$ cat config.mk
export PLATFORM = sky130hd
export DESIGN_NAME = rom_read_sequencer
export DESIGN_NICKNAME = d
export VERILOG_FILES = /design/src/rtl/rom_read_sequencer.sv
export SDC_FILE = /design/constraint.sdc
export NUM_CORES = 1
export LEC_CHECK = 0
export BUFFER_PORTS_ARGS = -buffer_cell sky130_fd_sc_hd__buf_2
export CORE_MARGIN = 2
export CORE_UTILIZATION = 55
export CTS_BUF_LIST = sky130_fd_sc_hd__clkbuf_8
export CTS_CLUSTER_DIAMETER = 40
export CTS_CLUSTER_SIZE = 25
export DETAILED_ROUTE_END_ITERATION = 10
export PLACE_DENSITY_LB_ADDON = 0.1
export SETUP_SLACK_MARGIN = 0.2
export SLEW_MARGIN = 20
export SYNTH_ARGS = -nofsm -noshare
export SYNTH_HDL_FRONTEND = slang
export SYNTH_SLANG_ARGS = --single-unit
export TNS_END_PERCENT = 1
$ cat constraint.sdc
create_clock -name clk -period 6.26 [get_ports clk]
set_clock_uncertainty 0.2 [all_clocks]
set_input_delay 1.878 -clock clk [delete_from_list [all_inputs] [get_ports clk]]
set_output_delay 1.878 -clock clk [all_outputs]
set_load 0.01 [all_outputs]
$ cat src/rtl/rom_read_sequencer.sv
// Sequential ROM reader: walks addresses 0..LAST_ADDRESS, waits the chip access
// time for each one, and hands every captured byte downstream on a valid/ready handshake.
module rom_read_sequencer #(
   parameter int ADDR_WIDTH    = 9,
   parameter int DATA_WIDTH    = 8,
   parameter int ACCESS_CYCLES = 4,
   parameter int LAST_ADDRESS  = 511
) (
   input  logic                  clk,
   input  logic                  reset,
   input  logic                  start,
   input  logic                  abort,
   input  logic [DATA_WIDTH-1:0] rom_data,
   input  logic                  data_ready,
   output logic [ADDR_WIDTH-1:0] rom_address,
   output logic                  rom_cs_n,
   output logic                  rom_oe_n,
   output logic [DATA_WIDTH-1:0] data_out,
   output logic                  data_valid,
   output logic                  busy,
   output logic                  done
);

   typedef enum logic [1:0] {IDLE, WAIT, HOLD, DONE} state_t;

   localparam logic [7:0]            LAST_WAIT = 8'(ACCESS_CYCLES - 1);
   localparam logic [ADDR_WIDTH-1:0] LAST_ADDR = ADDR_WIDTH'(LAST_ADDRESS);

   state_t     state;
   logic [7:0] wait_cnt;

   // Address step is ADDR_WIDTH wide; the carry is dropped, and the pass ends before any wrap.
   function automatic logic [ADDR_WIDTH-1:0] next_address(input logic [ADDR_WIDTH-1:0] a);
      return a + ADDR_WIDTH'(1);
   endfunction

   always_ff @(posedge clk) begin
      if (reset) begin
         state       <= IDLE;
         wait_cnt    <= '0;
         rom_address <= '0;
         rom_cs_n    <= 1'b1;
         rom_oe_n    <= 1'b1;
         data_out    <= '0;
         data_valid  <= 1'b0;
         busy        <= 1'b0;
         done        <= 1'b0;
      end else if (abort) begin
         // Address and last byte are left as they were so the display keeps its value.
         state      <= IDLE;
         wait_cnt   <= '0;
         rom_cs_n   <= 1'b1;
         rom_oe_n   <= 1'b1;
         data_valid <= 1'b0;
         busy       <= 1'b0;
         done       <= 1'b0;
      end else begin
         case (state)
            IDLE, DONE: begin
               if (start) begin
                  state       <= WAIT;
                  wait_cnt    <= '0;
                  rom_address <= '0;
                  rom_cs_n    <= 1'b0;
                  rom_oe_n    <= 1'b0;
                  busy        <= 1'b1;
                  done        <= 1'b0;
               end
            end
            WAIT: begin
               wait_cnt <= wait_cnt + 8'd1;
               if (wait_cnt == LAST_WAIT) begin
                  data_out   <= rom_data;
                  data_valid <= 1'b1;
                  state      <= HOLD;
               end
            end
            HOLD: begin
               if (data_ready) begin
                  data_valid <= 1'b0;
                  if (rom_address == LAST_ADDR) begin
                     rom_cs_n <= 1'b1;
                     rom_oe_n <= 1'b1;
                     busy     <= 1'b0;
                     done     <= 1'b1;
                     state    <= DONE;
                  end else begin
                     // Strobes stay low across the address step.
                     rom_address <= next_address(rom_address);
                     wait_cnt    <= '0;
                     state       <= WAIT;
                  end
               end
            end
            default: state <= IDLE;
         endcase
      end
   end

endmodule

==> impl_metrics.toml, run 1 <==
[finish]
antenna_cells = 0
fin_cells = 238
final_util = 0.675
drive_gt1_frac = 0.251
fillers = 225
multi_input_area_sq_um = 861
final_nets = 225
seqCellArea_sq_um = 621
synthToLayoutAreaGrowth_pct = 18.6

[floorplan]
coreArea_sq_um = 2710
die_y_microns = 57.0
die_width_microns = 57.0
placementRows = 19
start_util = 0.570
ios = 35
die-area_sq_um = 3250

[flow_run]
cap_viol_max_count = 0

[placed_design]
io_buffers = 34
dp_cells = 230
gp_congestion = 0.799
place_ws_ns = 2.74
dp_hpwl_microns = 2390

[route]
wl_per_cell_microns = 13.6
drtIter0Drc = 38
wirelength_microns = 3240
drc_errors = 0
dr.max_layer_used = "met4"
wl_met3_microns = 137
vias = 1368
drt_first_pass_iters = 4
avgViaCountPerCell = 5.75
m1WireLength_microns = 1430
ant_nets = 0
wl_met2_microns = 1610

[power_and_ir_drop]
ir_drop_mv = 0.237
powerDensity_nw_per_um2 = 240
leakagePower_uw = 0.000777

[clocking]
path_clk_slew_ns = 0.06
post-cts-setup-buffers = 0
cts_buffer_depth = 2
insertion_delay_ns = 0.29
cts_tree = "built"
cts_made_buffers = 5
cts_resized = 0
ctsHtreeMaxLevel = 2
clock-sinks = 31
cts-root-buf = "clkbuf_8"
cts_hold_buf = 0

[synthesis]
synthTopCellsByCount = "31 x dfxtp_1, 17 x a21oi_1, 17 x nor2_1"
postSynthAreaPerCell_sq_um = 8.98
synthTopCellsByArea = "dfxtp_1 40%, mux2i_1 5.8%, a21oi_1 5.5%, ha_1 4.9%, nor2_1 4.1%"
synth_top_area_cell = "dfxtp_1"
synth-main-ff-cell = "dfxtp_1"
yosysUniqueCellTypes = 43
syn-num-nets = 191
ys_ff_latch = 31
synth_area_sq_um = 1540
synth.most_common_cell = "dfxtp_1"
async_flop_share = 0
ys_warn_count = 0
synth_edf_count = 0
synth_top_area_share = 0.402
synth-seq-area-share = 0.402
postSynthCellCount = 172

[run_status]
status = "completed"

[sta]
min_period_ns = 3.24
fin_crit_sh = 0.518
rsz0062_at_grt = "no"
worst_slew_pin_slew_ns = 0.586
relSlewSlack = 0.607
finalSetupTns_ns = 0
max_freq_ghz = 0.308
final-setup-viol-count = 0
fin_ws_ns = 3.02
drv_slew = 0
hold_viol = 0

[worst_setup_path]
worstSetupPathType = "in -> reg"
crit_path_start = "start"
r2r_slack_ns = 3.86
cp-start-kind = "primary input"
critical_path_arrival_ns = 3.27
rr_endpoint = "rom_address[0]"
endpoint = "rom_address[5]"
crit_path_max_fanout = 9
crit_required_ns = 6.29
end_kind = "flop"
reg2reg_from = "rom_address[2]"
ff2ff_path_depth = 8

[hold_path]
hold_path.class = "reg -> reg"

[global_routing]
grt_pass1_wl_microns = 5430
first_global_vias = 1287
grt_usage = 0.217
grt_overflow = 0
grt_max_degree = 14
antenna_found_initial = 0
worst max-delay path, stage by stage:
cell,delay (ns)
buf_2,0.11
nand2b_1,0.33
a21o_1,0.35
or4_1,0.53
nand2_1,0.07
placed cells by master, fill, tap and decap left out, types with 2 or more instances in the layout:
master     count
a2111oi_2      3
a211oi_1       2
a21oi_1       17
a31oi_1        2
and3_1         2
buf_2         34
clkbuf_8       6
dfxtp_1       31
ha_1           6
inv_1          5
mux2i_1        9
nand2_1       16
nand3_1        7
nand3b_1       2
nand4_1        2
nor2_1        17
nor3_1         2
o211ai_1       2
o21ai_0        2
o21ai_1        4
o31ai_1        4
or2_1          2
or3_1          3
or4_1          5
xnor2_1        4
cell families (layout without fill, tap and decap cells):
family | count (synthesis) | after routing | share of synthesized area
simple gates | 65 | 65 | 0.220
compound gates | 43 | 43 | 0.203
mux | 9 | 9 | 0.0583
fa+ha+maj | 6 | 6 | 0.0486
buf+inv | 13 | 48 | 0.0405
xor+xnor | 5 | 5 | 0.0284
flops | 31 | 31 | 0.402
routing by layer:
metal  up-vias  GRT usage
li1        690          -
met3         7     0.0476
met4         0      0.126
met2        37      0.360
met1       634      0.260
met5         -          0
area by class of cell:
class / instances / share of cell area
well taps: 31 / 0.0212
inverters: 6 / 0.0123
repair buffers: 34 / 0.0930
multi-input cells: 128 / 0.470
flip-flops and latches: 31 / 0.339
clock buffers: 6 / 0.0451
clock inverters: 2 / 0.0191
power breakdown:
part           internal [uW]  switching (uW)
Sequential               199            2.34
Clock                    129            74.7
Combinational           12.5            21.1
how the worst min path moves through the flow:
stage	startpoint	endpoint	slack (ns)	cells after the start
after floorplan	wait_cnt[1]	wait_cnt[1]	0.25	2
after detailed placement	rom_address[8]	rom_address[8]	0.27	2
after CTS	rom_address[8]	rom_address[8]	0.28	2
after global routing	wait_cnt[1]	wait_cnt[1]	0.31	2
after global placement	done	done	0.26	2
final	rom_address[8]	rom_address[8]	0.27	2
flip-flops by register name (all words and copies together), names as in the netlist:
| register | flops |
|---|---|
| wait_cnt | 8 |
| rom_oe_n | 1 |
| busy | 1 |
| rom_address | 9 |
| state | 2 |
| data_valid | 1 |
| done | 1 |
| data_out | 8 |
metrics by stage:
step | power, uW | cell area [sq um] | hold slack [ns]
2_1_floorplan | 230 | 1540 | 0.249
3_3_place_gp | 238 | 1710 | 0.261
3_5_place_dp | 239 | 1710 | 0.271
4_1_cts | 442 | 1830 | 0.279
5_1_grt | 454 | 1830 | 0.306
6_report | 438 | 1830 | 0.274
(Power assumes the default switching activity.)
==> run 2: changes to the inputs <==
- clock period: 6.26 -> 3 ns (I/O delays scaled with it)
==> impl_metrics.toml, run 2 (synthesized netlist as in run 1, its figures left out) <==
[run_status]
status = "completed"

[global_routing]
grt_max_degree = 14
grt_usage = 0.222
first_global_vias = 1280
grt_pass1_wl_microns = 5520
grt_overflow = 0
antenna_found_initial = 0

[clocking]
cts-root-buf = "clkbuf_8"
cts_buffer_depth = 2
cts_made_buffers = 5
clock-sinks = 31
cts_resized = 0
ctsHtreeMaxLevel = 2
post-cts-setup-buffers = 0
cts_tree = "built"
path_clk_slew_ns = 0.06
cts_hold_buf = 0
insertion_delay_ns = 0.30

[finish]
multi_input_area_sq_um = 861
drive_gt1_frac = 0.251
antenna_cells = 0
mostFrequentLayoutCell = "buf_2"
max_flop_register = "rom_address"
mostFrequentLayoutCells = "34 x buf_2, 31 x dfxtp_1, 17 x nor2_1, 17 x a21oi_1, 16 x nand2_1"
seqCellArea_sq_um = 621
reg_top3 = "rom_address (9), data_out (8), wait_cnt (8)"
synthToLayoutAreaGrowth_pct = 18.6
fillers = 225
largest_reg_flops = 9
final_nets = 225

[floorplan]
coreArea_sq_um = 2710
placementRows = 19
die_y_microns = 57.0
die_width_microns = 57.0
start_util = 0.570
die-area_sq_um = 3250
ios = 35

[sta]
drv_slew = 0
finalSetupTns_ns = 0
relSlewSlack = 0.597
fin_ws_ns = 0.628
worst_slew_pin_slew_ns = 0.602
max_freq_ghz = 0.422
rsz0062_at_grt = "no"
fin_crit_sh = 0.791
min_period_ns = 2.37
final-setup-viol-count = 0
hold_viol = 0

[worst_setup_path]
end_kind = "flop"
critical_path_arrival_ns = 2.34
cp-start-kind = "flop"
r2r_slack_ns = 0.63
worstSetupPathType = "reg -> reg"
crit_required_ns = 2.97
crit_path_max_fanout = 6

[placed_design]
gp_congestion = 0.796
place_ws_ns = 0.431
dp_hpwl_microns = 2430
io_buffers = 34

[flow_run]
cap_viol_max_count = 0

[power_and_ir_drop]
powerDensity_nw_per_um2 = 505
leakagePower_uw = 0.000777
ir_drop_mv = 0.474

[route]
ant_nets = 0
drc_errors = 0
wirelength_microns = 3330
drt_first_pass_iters = 4
vias = 1376
wl_per_cell_microns = 14.0
avgViaCountPerCell = 5.78
drtIter0Drc = 51

[hold_path]
hold_path.class = "reg -> reg"
==> run 2: cell counts in the layout (fill, tap and decap cells not counted) <==
No cell type changed its count.
==> run 2: critical path, stage by stage (launching register included) <==
cell,delay (ns)
dfxtp_1,0.35
and3_1,0.19
nand3_1,0.13
nor2_1,0.07
ha_1,0.24
nand2b_2,0.26
a2111oi_2,0.57
xnor2_1,0.18
nor2_1,0.05
==> run 2: layout make-up <==
cell class / instances / area share
clock buffers: 6 / 0.0451
clock inverters: 2 / 0.0191
inverters: 6 / 0.0123
multi-input cells: 128 / 0.470
flip-flops and latches: 31 / 0.339
well taps: 31 / 0.0212
repair buffers: 34 / 0.0930
==> run 2: metrics by stage <==
step	total power [uW]	hold WS (ns)	util	instances	instance area (sq um)
2_1_floorplan	479	0.249	-	172	1540
4_1_cts	927	0.276	0.675	238	1830
3_5_place_dp	500	0.268	0.632	230	1710
6_report	925	0.273	0.675	238	1830
3_3_place_gp	497	0.261	0.632	230	1710
5_1_grt	952	0.294	0.675	238	1830
==> run 2: path summary, 6_finish.rpt <==
kind	startpoint	end	cells after the start
hold reg to reg	wait_cnt[1]	wait_cnt[1]	2
setup / recovery	rom_address[2]	rom_address[0]	8
setup reg to reg	rom_address[2]	rom_address[0]	8
hold / removal	wait_cnt[1]	wait_cnt[1]	2
==> run 2: routing by layer <==
metal	vias up	global-route usage	wire length, microns
li1	693	-	-
met1	629	0.262	1460
met2	45	0.360	1610
met3	9	0.0635	191
met4	0	0.133	74
met5	-	0	0
==> run 2: report_power, final <==
group,switching (uW),internal (uW),leakage [uW]
Sequential,4.62,416,0.000250
Clock,165,269,0.0000612
Combinational,44.9,26.1,0.000465
